$ cat src/rtl/stochastic_bitstream_encoder_if.sv
// Bus bundle for stochastic_bitstream_encoder: the AXI-Stream word input,
// the stream-length control and the parallel bit-vector output.
// The slave modport is the encoder's view; the master modport is the
// view of the logic that feeds words in and drains bit vectors.
interface stochastic_bitstream_encoder_if #(
    parameter int AXIS_DATA_WIDTH = 32,
    parameter int NUM_CHANNELS    = 4,
    parameter int LEN_WIDTH       = 16
);
    logic [LEN_WIDTH-1:0]       i_stream_len;
    logic                       i_axis_tuser;
    logic                       i_axis_tvalid;
    logic                       o_axis_tready;
    logic                       i_axis_tlast;
    logic [AXIS_DATA_WIDTH-1:0] i_axis_tdata;
    logic                       o_bits_valid;
    logic                       i_bits_ready;
    logic [NUM_CHANNELS-1:0]    o_bits;
    logic                       o_bits_user;
    logic                       o_bits_last;
    logic                       o_bits_tlast;
    logic                       o_busy;

    modport slave (
        input  i_stream_len,
        input  i_axis_tuser,
        input  i_axis_tvalid,
        output o_axis_tready,
        input  i_axis_tlast,
        input  i_axis_tdata,
        output o_bits_valid,
        input  i_bits_ready,
        output o_bits,
        output o_bits_user,
        output o_bits_last,
        output o_bits_tlast,
        output o_busy
    );

    modport master (
        output i_stream_len,
        output i_axis_tuser,
        output i_axis_tvalid,
        input  o_axis_tready,
        output i_axis_tlast,
        output i_axis_tdata,
        input  o_bits_valid,
        output i_bits_ready,
        input  o_bits,
        input  o_bits_user,
        input  o_bits_last,
        input  o_bits_tlast,
        input  o_busy
    );
endinterface

$ cat src/rtl/stochastic_bitstream_encoder.sv
// stochastic_bitstream_encoder
// Turns each AXIS word of NUM_CHANNELS packed probability values into
// i_stream_len parallel stochastic bit vectors. Every channel owns a 16-bit
// Fibonacci LFSR (x^16+x^14+x^13+x^11+1); a bit is 1 when the low
// VALUE_WIDTH bits of the LFSR are below the channel value. LFSRs only
// advance when a new bit is loaded into the output stage, so the emitted
// sequence does not depend on backpressure. Only rst reseeds them.
// Optional macro STOCH_ENC_BIPOLAR_EN: values are read as signed two's
// complement and mapped to bipolar encoding by flipping their MSB.
module stochastic_bitstream_encoder #(
    parameter int          AXIS_DATA_WIDTH = 32,
    parameter int          VALUE_WIDTH     = 8,
    parameter int          NUM_CHANNELS    = AXIS_DATA_WIDTH / VALUE_WIDTH,
    parameter int          LEN_WIDTH       = 16,
    parameter logic [15:0] LFSR_SEED       = 16'hACE1
) (
    input  logic                         clk,
    input  logic                         rst,
    stochastic_bitstream_encoder_if.slave bus
);

    typedef enum logic [0:0] {
        ST_IDLE = 1'b0,
        ST_RUN  = 1'b1
    } state_t;

    localparam logic [LEN_WIDTH-1:0] LEN_ONE = LEN_WIDTH'(1'b1);
    localparam logic [LEN_WIDTH-1:0] LEN_TWO = LEN_WIDTH'(2'd2);

    // Per-channel seed; an all-zero seed would lock the LFSR, so it is replaced.
    function automatic logic [15:0] f_seed(input int c);
        logic [15:0] s;
        s = LFSR_SEED ^ 16'(c * 32'h0000_1F35);
        if (s == 16'h0000) begin
            s = 16'h0001;
        end else begin
            s = s;
        end
        return s;
    endfunction

    // One Fibonacci step, taps 16,14,13,11 in right-shifting form.
    function automatic logic [15:0] f_lfsr_step(input logic [15:0] s);
        return {s[0] ^ s[2] ^ s[3] ^ s[5], s[15:1]};
    endfunction

    // Map a raw channel value onto the unsigned comparison threshold.
    function automatic logic [VALUE_WIDTH-1:0] f_polar(input logic [VALUE_WIDTH-1:0] value);
`ifdef STOCH_ENC_BIPOLAR_EN
        return value ^ {1'b1, {(VALUE_WIDTH-1){1'b0}}};
`else
        return value;
`endif
    endfunction

    state_t                     r_state;
    state_t                     w_state_next;
    logic [AXIS_DATA_WIDTH-1:0] r_data;
    logic                       r_tlast;
    logic [LEN_WIDTH-1:0]       r_rem;
    logic [15:0]                r_lfsr      [NUM_CHANNELS];
    logic [15:0]                w_lfsr_next [NUM_CHANNELS];
    logic [NUM_CHANNELS-1:0]    r_bits;
    logic                       r_bits_valid;
    logic                       r_bits_user;
    logic                       r_bits_last;
    logic                       r_bits_tlast;
    logic [NUM_CHANNELS-1:0]    w_bits_new;
    logic [NUM_CHANNELS-1:0]    w_bits_cur;
    logic [LEN_WIDTH-1:0]       w_len_eff;
    logic                       w_tready;
    logic                       w_accept;
    logic                       w_hs;
    logic                       w_step;
    logic                       w_done;

    assign w_len_eff = (bus.i_stream_len == {LEN_WIDTH{1'b0}}) ? LEN_ONE : bus.i_stream_len;
    assign w_hs      = r_bits_valid && bus.i_bits_ready;
    assign w_accept  = bus.i_axis_tvalid && w_tready;

    // FSM state register.
    always_ff @(posedge clk) begin
        if (rst) begin
            r_state <= ST_IDLE;
        end else begin
            r_state <= w_state_next;
        end
    end

    // FSM next state: a word moves IDLE->RUN; the last bit without a follow-on word returns to IDLE.
    always_comb begin
        w_state_next = r_state;
        case (r_state)
            ST_IDLE: begin
                if (w_accept) begin
                    w_state_next = ST_RUN;
                end else begin
                    w_state_next = ST_IDLE;
                end
            end
            ST_RUN: begin
                if (w_done) begin
                    w_state_next = ST_IDLE;
                end else begin
                    w_state_next = ST_RUN;
                end
            end
            default: w_state_next = ST_IDLE;
        endcase
    end

    // FSM outputs: word-ready (opens on the final handshake for bubble-free chaining) and datapath strobes.
    always_comb begin
        w_tready = 1'b0;
        w_step   = 1'b0;
        w_done   = 1'b0;
        case (r_state)
            ST_IDLE: begin
                w_tready = !rst;
            end
            ST_RUN: begin
                w_tready = !rst && (r_rem == LEN_ONE) && bus.i_bits_ready;
                w_step   = w_hs && (r_rem != LEN_ONE);
                w_done   = w_hs && (r_rem == LEN_ONE) && !w_accept;
            end
            default: begin
                w_tready = 1'b0;
            end
        endcase
    end

    // Comparator bits for a freshly accepted word and for the word in flight, plus next LFSR states.
    always_comb begin
        w_bits_new = {NUM_CHANNELS{1'b0}};
        w_bits_cur = {NUM_CHANNELS{1'b0}};
        for (int c = 0; c < NUM_CHANNELS; c++) begin
            w_lfsr_next[c] = f_lfsr_step(r_lfsr[c]);
            w_bits_new[c]  = (r_lfsr[c][VALUE_WIDTH-1:0] <
                              f_polar(bus.i_axis_tdata[c*VALUE_WIDTH +: VALUE_WIDTH]));
            w_bits_cur[c]  = (r_lfsr[c][VALUE_WIDTH-1:0] <
                              f_polar(r_data[c*VALUE_WIDTH +: VALUE_WIDTH]));
        end
    end

    // Word latch, remaining count, LFSRs and output stage; everything holds during a stall.
    always_ff @(posedge clk) begin
        if (rst) begin
            r_data       <= {AXIS_DATA_WIDTH{1'b0}};
            r_tlast      <= 1'b0;
            r_rem        <= {LEN_WIDTH{1'b0}};
            r_bits       <= {NUM_CHANNELS{1'b0}};
            r_bits_valid <= 1'b0;
            r_bits_user  <= 1'b0;
            r_bits_last  <= 1'b0;
            r_bits_tlast <= 1'b0;
            for (int c = 0; c < NUM_CHANNELS; c++) begin
                r_lfsr[c] <= f_seed(c);
            end
        end else if (w_accept) begin
            r_data       <= bus.i_axis_tdata;
            r_tlast      <= bus.i_axis_tlast;
            r_rem        <= w_len_eff;
            r_bits       <= w_bits_new;
            r_bits_valid <= 1'b1;
            r_bits_user  <= bus.i_axis_tuser;
            r_bits_last  <= (w_len_eff == LEN_ONE);
            r_bits_tlast <= (w_len_eff == LEN_ONE) && bus.i_axis_tlast;
            for (int c = 0; c < NUM_CHANNELS; c++) begin
                r_lfsr[c] <= w_lfsr_next[c];
            end
        end else if (w_step) begin
            r_rem        <= r_rem - LEN_ONE;
            r_bits       <= w_bits_cur;
            r_bits_last  <= (r_rem == LEN_TWO);
            r_bits_tlast <= (r_rem == LEN_TWO) && r_tlast;
            for (int c = 0; c < NUM_CHANNELS; c++) begin
                r_lfsr[c] <= w_lfsr_next[c];
            end
        end else if (w_done) begin
            r_rem        <= {LEN_WIDTH{1'b0}};
            r_bits       <= {NUM_CHANNELS{1'b0}};
            r_bits_valid <= 1'b0;
            r_bits_user  <= 1'b0;
            r_bits_last  <= 1'b0;
            r_bits_tlast <= 1'b0;
        end else begin
            r_rem <= r_rem;
        end
    end

    assign bus.o_axis_tready = w_tready;
    assign bus.o_bits_valid  = r_bits_valid;
    assign bus.o_bits        = r_bits;
    assign bus.o_bits_user   = r_bits_user;
    assign bus.o_bits_last   = r_bits_last;
    assign bus.o_bits_tlast  = r_bits_tlast;
    assign bus.o_busy        = (r_state == ST_RUN);

endmodule

$ cat src/flat_wrapper.sv
// flat-port wrapper written by rule: the top's interface ports become plain ports
module stochastic_bitstream_encoder_flat 
#(
    parameter int          AXIS_DATA_WIDTH = 32,
    parameter int          VALUE_WIDTH     = 8,
    parameter int          NUM_CHANNELS    = AXIS_DATA_WIDTH / VALUE_WIDTH,
    parameter int          LEN_WIDTH       = 16,
    parameter logic [15:0] LFSR_SEED       = 16'hACE1
)
  (clk, rst, bus_i_stream_len, bus_i_axis_tuser, bus_i_axis_tvalid, bus_o_axis_tready, bus_i_axis_tlast, bus_i_axis_tdata, bus_o_bits_valid, bus_i_bits_ready, bus_o_bits, bus_o_bits_user, bus_o_bits_last, bus_o_bits_tlast, bus_o_busy);
  stochastic_bitstream_encoder_if #(.AXIS_DATA_WIDTH(AXIS_DATA_WIDTH), .NUM_CHANNELS(NUM_CHANNELS), .LEN_WIDTH(LEN_WIDTH)) bus_i ();
  input  logic clk;
  input  logic rst;
  input wire logic [$bits(bus_i.i_stream_len)-1:0] bus_i_stream_len;
  input wire logic [$bits(bus_i.i_axis_tuser)-1:0] bus_i_axis_tuser;
  input wire logic [$bits(bus_i.i_axis_tvalid)-1:0] bus_i_axis_tvalid;
  output wire logic [$bits(bus_i.o_axis_tready)-1:0] bus_o_axis_tready;
  input wire logic [$bits(bus_i.i_axis_tlast)-1:0] bus_i_axis_tlast;
  input wire logic [$bits(bus_i.i_axis_tdata)-1:0] bus_i_axis_tdata;
  output wire logic [$bits(bus_i.o_bits_valid)-1:0] bus_o_bits_valid;
  input wire logic [$bits(bus_i.i_bits_ready)-1:0] bus_i_bits_ready;
  output wire logic [$bits(bus_i.o_bits)-1:0] bus_o_bits;
  output wire logic [$bits(bus_i.o_bits_user)-1:0] bus_o_bits_user;
  output wire logic [$bits(bus_i.o_bits_last)-1:0] bus_o_bits_last;
  output wire logic [$bits(bus_i.o_bits_tlast)-1:0] bus_o_bits_tlast;
  output wire logic [$bits(bus_i.o_busy)-1:0] bus_o_busy;
  assign bus_i.i_stream_len = bus_i_stream_len;
  assign bus_i.i_axis_tuser = bus_i_axis_tuser;
  assign bus_i.i_axis_tvalid = bus_i_axis_tvalid;
  assign bus_o_axis_tready = bus_i.o_axis_tready;
  assign bus_i.i_axis_tlast = bus_i_axis_tlast;
  assign bus_i.i_axis_tdata = bus_i_axis_tdata;
  assign bus_o_bits_valid = bus_i.o_bits_valid;
  assign bus_i.i_bits_ready = bus_i_bits_ready;
  assign bus_o_bits = bus_i.o_bits;
  assign bus_o_bits_user = bus_i.o_bits_user;
  assign bus_o_bits_last = bus_i.o_bits_last;
  assign bus_o_bits_tlast = bus_i.o_bits_tlast;
  assign bus_o_busy = bus_i.o_busy;
  stochastic_bitstream_encoder #(.AXIS_DATA_WIDTH(AXIS_DATA_WIDTH), .VALUE_WIDTH(VALUE_WIDTH), .NUM_CHANNELS(NUM_CHANNELS), .LEN_WIDTH(LEN_WIDTH), .LFSR_SEED(LFSR_SEED)) u_core (.clk(clk), .rst(rst), .bus(bus_i));
endmodule
$ cat config.mk
export PLATFORM = sky130hd
export DESIGN_NAME = stochastic_bitstream_encoder_flat
export DESIGN_NICKNAME = d
export VERILOG_FILES = /design/src/rtl/stochastic_bitstream_encoder_if.sv /design/src/rtl/stochastic_bitstream_encoder.sv /design/src/flat_wrapper.sv
export SDC_FILE = /design/constraint.sdc
export NUM_CORES = 1
export LEC_CHECK = 0
export ABC_AREA = 1
export ABC_CLOCK_PERIOD_IN_PS = 3600
export CAP_MARGIN = 25
export CORE_MARGIN = 5
export CORE_UTILIZATION = 35
export CTS_CLUSTER_DIAMETER = 50
export DETAILED_ROUTE_END_ITERATION = 16
export SLEW_MARGIN = 15
export SYNTH_ARGS = -nofsm -noshare
export SYNTH_HDL_FRONTEND = slang
export SYNTH_SLANG_ARGS = --single-unit
$ cat constraint.sdc
create_clock -name clk -period 3.6 [get_ports clk]
set_clock_uncertainty 0.15 [all_clocks]
set_input_delay 0.36 -clock clk [delete_from_list [all_inputs] [get_ports clk]]
set_output_delay 0.36 -clock clk [all_outputs]
set_load 0.02 [all_outputs]
# Word level (Yosys, flattened, before mapping)
# Memory sizes are Yosys's and may differ from the RTL's.
# Index checks and enable logic that the tools add are counted.
[totals]
ff_bits = 58
ram_bits = 64
inputBits = 54
output_inout_bits = 10
elab_cells = 101
mem_count = 1
[memory_table]
columns = ["name", "words", "word_bits", "read_ports", "rd_ports_with_merged_regs", "wr", "line", "rtl"]
rows = [
  ["u_core.r_lfsr", 4, 16, 4, 0, 4, "stochastic_bitstream_encoder.sv:61", "logic [15:0] r_lfsr [NUM_CHANNELS];"],
]
[op_classes]
add_sub_neg = 1
n_lt_le_gt_ge = 8
eq_ne = 5
muxes = 41
n_bitwise = 21
reduce_logical = 15
[op_table]
columns = ["operator", "count"]
rows = [
  ["$mux W16", 16],
  ["$lt A8 B8 Y1", 8],
  ["$eq A16 B1 Y1 const B", 2],
  ["$mux W1", 20],
  ["$eq A16 B2 Y1 const B", 1],
  ["$logic_not A16 Y1", 1],
  ["$ne A16 B1 Y1 const B", 1],
  ["$sub A16 B1 Y16 const B", 1],
  ["$mux W4", 3],
  ["$xor A1 B1 Y1", 12],
  ["$logic_and A1 B1 Y1", 9],
  ["$or A1 B1 Y1", 8],
  ["$pmux W1 S2", 2],
  ["$reduce_bool A3 Y1", 1],
  ["$logic_not A1 Y1", 2],
  ["$ne A2 B1 Y1 const B", 1],
  ["$reduce_and A2 Y1", 1],
  ["$reduce_bool A2 Y1", 1],
  ["$not A1 Y1", 1],
]

# Longest topological paths before layout
[depth]
ltp_word = 11
depth_mapped = 13
depth_no_buf = 11

# Least setup slack after synthesis
# No wires, ideal clock.
[synth_path]
path_kind = "reg2reg"
startpoint = "reg u_core.r_rem[1]"
endpoint = "mem u_core.r_lfsr[0][0], enable pin"
setup_time_ps = 389
t_arrival_ps = 2014
t_required_ps = 3061
path_slack_ps = 1046
path_stages_with_launch = 12
path_buffers = 1
period_less_slack_ps = 2554
cell_sequence = "dfxtp_1 inv_1 ha_1 nand2_1 nor2_2 nand3_2 nand2_4 nand3_4 nand2_2 inv_2 buf_2 nand2_1"
[synth_lines]
columns = ["item", "line", "rtl"]
rows = [
  ["start, declared", "stochastic_bitstream_encoder.sv:60", "logic [LEN_WIDTH-1:0] r_rem;"],
  ["start signal, assigned", "stochastic_bitstream_encoder.sv:150", "r_rem <= {LEN_WIDTH{1'b0}};"],
  ["start signal, assigned", "stochastic_bitstream_encoder.sv:162", "r_rem <= w_len_eff;"],
  ["start signal, assigned", "stochastic_bitstream_encoder.sv:172", "r_rem <= r_rem - LEN_ONE;"],
  ["end, declared", "stochastic_bitstream_encoder.sv:61", ""],
]

# Worst setup path in the final report
[layout_path]
startpoint = "reg u_core.r_rem[2]"
endpoint = "out bus_o_axis_tready"
[layout_between]
elab_chain_cells = 4
[layout_rtl]
columns = ["item", "line", "rtl"]
rows = [
  ["$eq A16 B1 Y1", "stochastic_bitstream_encoder.sv:122", "w_tready = !rst && (r_rem == LEN_ONE) && bus.i_bits_ready;"],
  ["$logic_and A1 B1 Y1 (2 in series)", "stochastic_bitstream_encoder.sv:122", ""],
  ["$pmux W1 S2", "stochastic_bitstream_encoder.sv:117", "case (r_state)"],
  ["end, declared", "flat_wrapper.sv:17", "output wire logic [$bits(bus_i.o_axis_tready)-1:0] bus_o_axis_tready;"],
]
# No other way between the ends.

==> summary by stage <==
Power
The sequential power share is 0.421. The overall power is 3.922 mW. The net switching power of the design is 1.039 mW. The clock share of power is 0.413. In this run the power density over the cells is 486.4 nW/um2. The proportion of power drawn by combinational gates is 0.166. Across the VDD grid, the largest voltage drop is 0.0003567 V. The leakage power of the design is ~3.5 nW. The proportion of total power due to net switching is 0.2648. The cell-internal power is 2.883 mW.

Synth
The number of enable flip-flop cells after synthesis is 64. Synthesis instantiated 33 different standard cells from the library. The synthesized area divided by synthesized cell count is 8.417 um2.

For this run, the leading register cell type out of synthesis is edfxtp_1. The post-synthesis async set-or-reset flop share is 0. Synthesis produced 789 cells.

After synthesis the netlist holds a flip-flop and latch count of ~120. Summing every instance area after synthesis gives 6641 um2. The share of the Yosys chip area taken by registers is 0.4642. The post-synth net total is 902.

The count of synthesis-stage warnings from yosys is 0.

Hold path
The worst hold path stage count is 2. The beginning of the worst hold path is u_core.r_data[8]. The worst hold path terminates at u_core.r_data[8].

The path class of the tightest hold or removal check is flip-flop to flip-flop.

Run
Max-cap violations in this run came to 0.

Critical path
For this design, the slowest cell found on the critical path is clkdlybuf4s50_1. The logic depth of the worst register-to-register path is 10. The endpoint of the worst-slack reg-to-reg timing path is u_core.r_data[19]. Together, buffers and inverters on the worst path number 1. STA puts the critical path data required time at 3.09 ns. The critical path goes through nor2_1 > nand2_1 > nor2_2 > nand3_2 > a21oi_1 > clkdlybuf4s50_1. STA classifies the critical path endpoint as a primary output. The peak fanout along the critical path is 5. In this design, the stage delay of the slowest critical-path cell is 0.65 ns. The worst register-to-register path begins at u_core.r_rem[2]. The type of the setup path with the least slack is flip-flop to primary output.

The cell family with the largest share of critical-path delay is buffers and inverters. The register-to-register path setup slack is 1.00 ns. STA puts the critical path data arrival time at between 2 and 2.5 ns. The worst setup path is launched from a flip-flop.

Placed design
The number of instances in the placed design is 1070. The HPWL after detailed placement is 10380 um. The congestion estimate from routability-driven global placement came to 0.7835. During placement, the flow inserted port buffers numbering 63.

Clock network
The TritonCTS sink count is 122. The total of hold buffers inserted after clock tree synthesis is 0. The later pin in the worst-skew pair is clocked with a latency of 0.42 ns.

The total CTS buffers is 17. Buffers added to address setup during post-CTS repair amount to 0. The H-tree was split into 4 levels. The clock passes through at most 2 buffers.

The number of gates resized after CTS was 0. The CTS tree is built. The library cell used as clock root buffer is clkbuf_16. The clock input transition at the sequential cells of the worst setup and hold paths is around 0.05 ns.

Die
The core region is 18710 um2. From left edge to right edge, the die measures 147.8 um. The initial utilization of the core area, before any placement, comes to 0.3551.

The die is 147.8 um tall. After floorplanning, the core was divided into 50 placement rows. The I/O pin count is 64. The die covers 21830 um2.

Routing
In this run, the number of DRC markers left after iteration 0 of detailed routing was 300. The count of nets left with antenna violations once routing finished came out at 0. The total via count after detailed routing is 5131. The first TritonRoute pass finished after 4 iterations.

For this run, design rule violations remaining after detail routing come to 0. In the routed layout, each cell is associated on average with a via count of roughly 4.7. The detailed-route wire length is ~15000 um.

The mean routed wirelength per cell is 13.28 um.

GRT
Across every metal layer, demand over resource in global routing totals 0.1398. The via count of the first global-routing pass is roughly 5100. Entering global routing, the biggest net connects 32 pins.

For this run the aggregate overflow at the end of global routing stands at 0. The number of antenna violations at the first check in global routing was 0. The wire length of the first global-routing pass is 24630 um.

STA
The setup TNS is 0 ns. The final number of hold-violating endpoints is 0. Dividing the final minimum period by the clock period gives 0.7685.

The routed design could run at a clock period as short as 2.766 ns. The relative max-transition margin is 0.5405. For this run, the top clock speed supported by timing is 361.5 MHz. Setup repair after global routing left no endpoint under its margin. The total count of max-transition violations in the final report is 0. Setup violations remaining at the end of the flow were counted as 0. For the pin with the worst max-slew slack, the measured transition is 0.6875 ns.

Run status
The run finished with clean final reports.

Final layout
The number of antenna diodes in the final layout is 0. The area growth from synthesis to layout is 21.42%. In the final layout, flip-flops and latches occupy 3083 um2.

In the layout the commonest cells are inv_1 (126), nor2_1 (126), nand2_1 (122). In the final layout, the share of cells above drive strength 1 is 0.08410. The final layout net count is 968.

The layout has 1824 filler cells. The number of cells in the finished layout apart from fillers is 1102. Summing all multi-input logic gate instances after layout gives 2943 um2.
==> kinds of logic (layout without fill, tap and decap cells) <==
group,count (synthesis),in the layout,share of synthesized area
AND/OR/NAND/NOR,339,339,0.2246
buffers and inverters,154,233,0.09269
flip-flops,122,122,0.4642
AO/OA/AOI/OAI,97,97,0.08365
adder cells (fa/ha/maj),59,59,0.1112
XOR/XNOR,18,18,0.02374
==> state kept, by name, summed over array words and instances, names as in the netlist, 4 cells and up <==
name / count
u_core.bus.o_bits: 4
u_core.r_data: 32
u_core.r_rem: 16
u_core.r_lfsr: 64
==> cells in the mapped netlist, types with 3 or more instances <==
master,n,area (um2)
nand2_1,122,457.9
o21ai_1,3,15.01
o21ai_0,28,140.1
o22ai_1,32,200.2
nand3_1,31,155.2
or2_1,8,50.05
ha_1,59,738.2
nor2_1,126,473.0
a21oi_1,22,110.1
or2_2,27,168.9
buf_6,3,33.78
o21a_1,4,30.03
xor2_1,5,43.79
buf_2,12,60.06
dfxtp_1,58,1161
edfxtp_1,64,1922
clkbuf_1,12,45.04
inv_1,126,473.0
nand4_1,16,100.1
xnor2_1,13,113.9
a211oi_1,4,30.03
==> worst max-delay path by stage <==
stage	from	slack, ns	depth (start not counted)	endpoint
finish	u_core.r_rem[2]	0.83	6	bus_o_axis_tready
global route	u_core.r_rem[9]	0.65	6	bus_o_axis_tready
CTS	u_core.r_rem[9]	0.83	6	bus_o_axis_tready
detailed placement	rst	0.92	8	u_core.r_data[17]
global placement	bus_i_bits_ready	0.97	9	u_core.r_lfsr[1][3]
floorplan	u_core.r_rem[1]	1.05	11	u_core.r_lfsr[0][0]
==> final cells by class <==
cell class	instances	share of cell area
Tap cell	234	0.03631
Clock buffer	22	0.05632
Sequential cell	122	0.3823
Inverter	127	0.05912
Clock inverter	10	0.01257
Multi-Input combinational cell	513	0.3649
Timing Repair Buffer	74	0.08844
==> metrics by stage <==
step                      hold slack, ns  worst slack (ns)  area [um2]  utilization
after floorplan                   0.2791             1.046        6641            -
after global placement            0.3084            0.9731        7508       0.4014
after detailed placement          0.3121            0.9169        7508       0.4014
after CTS                         0.3251            0.8290        8064       0.4311
after global routing              0.3475            0.6484        8064       0.4311
final                             0.3237            0.8335        8064       0.4311
==> tightest hold or removal path, cell delays in order (launching register included) <==
cell	delay [ns]
dfxtp_1	0.29
inv_1	0.06
o22ai_1	0.07
==> per-layer routing <==
| metal | vias up | GRT usage | wire, um |
|---|---|---|---|
| met5 | - | 0 | 0 |
| met4 | 0 | 0.04520 | 197 |
| met3 | 16 | 0.03771 | 479 |
| met2 | 71 | 0.2237 | 6775 |
| met1 | 2351 | 0.1845 | 7179 |
| li1 | 2693 | - | - |
==> power groups by stage <==
stage / Combinational (mW) / Clock, mW / Sequential, mW
floorplan: 0.453 / 0 / 1.67
global placement: 0.646 / 0 / 1.68
detailed placement: 0.655 / 0 / 1.68
CTS: 0.661 / 1.66 / 1.65
global route: 0.754 / 1.72 / 1.66
finish: 0.652 / 1.62 / 1.65
Power figures use the tool's default switching activity.
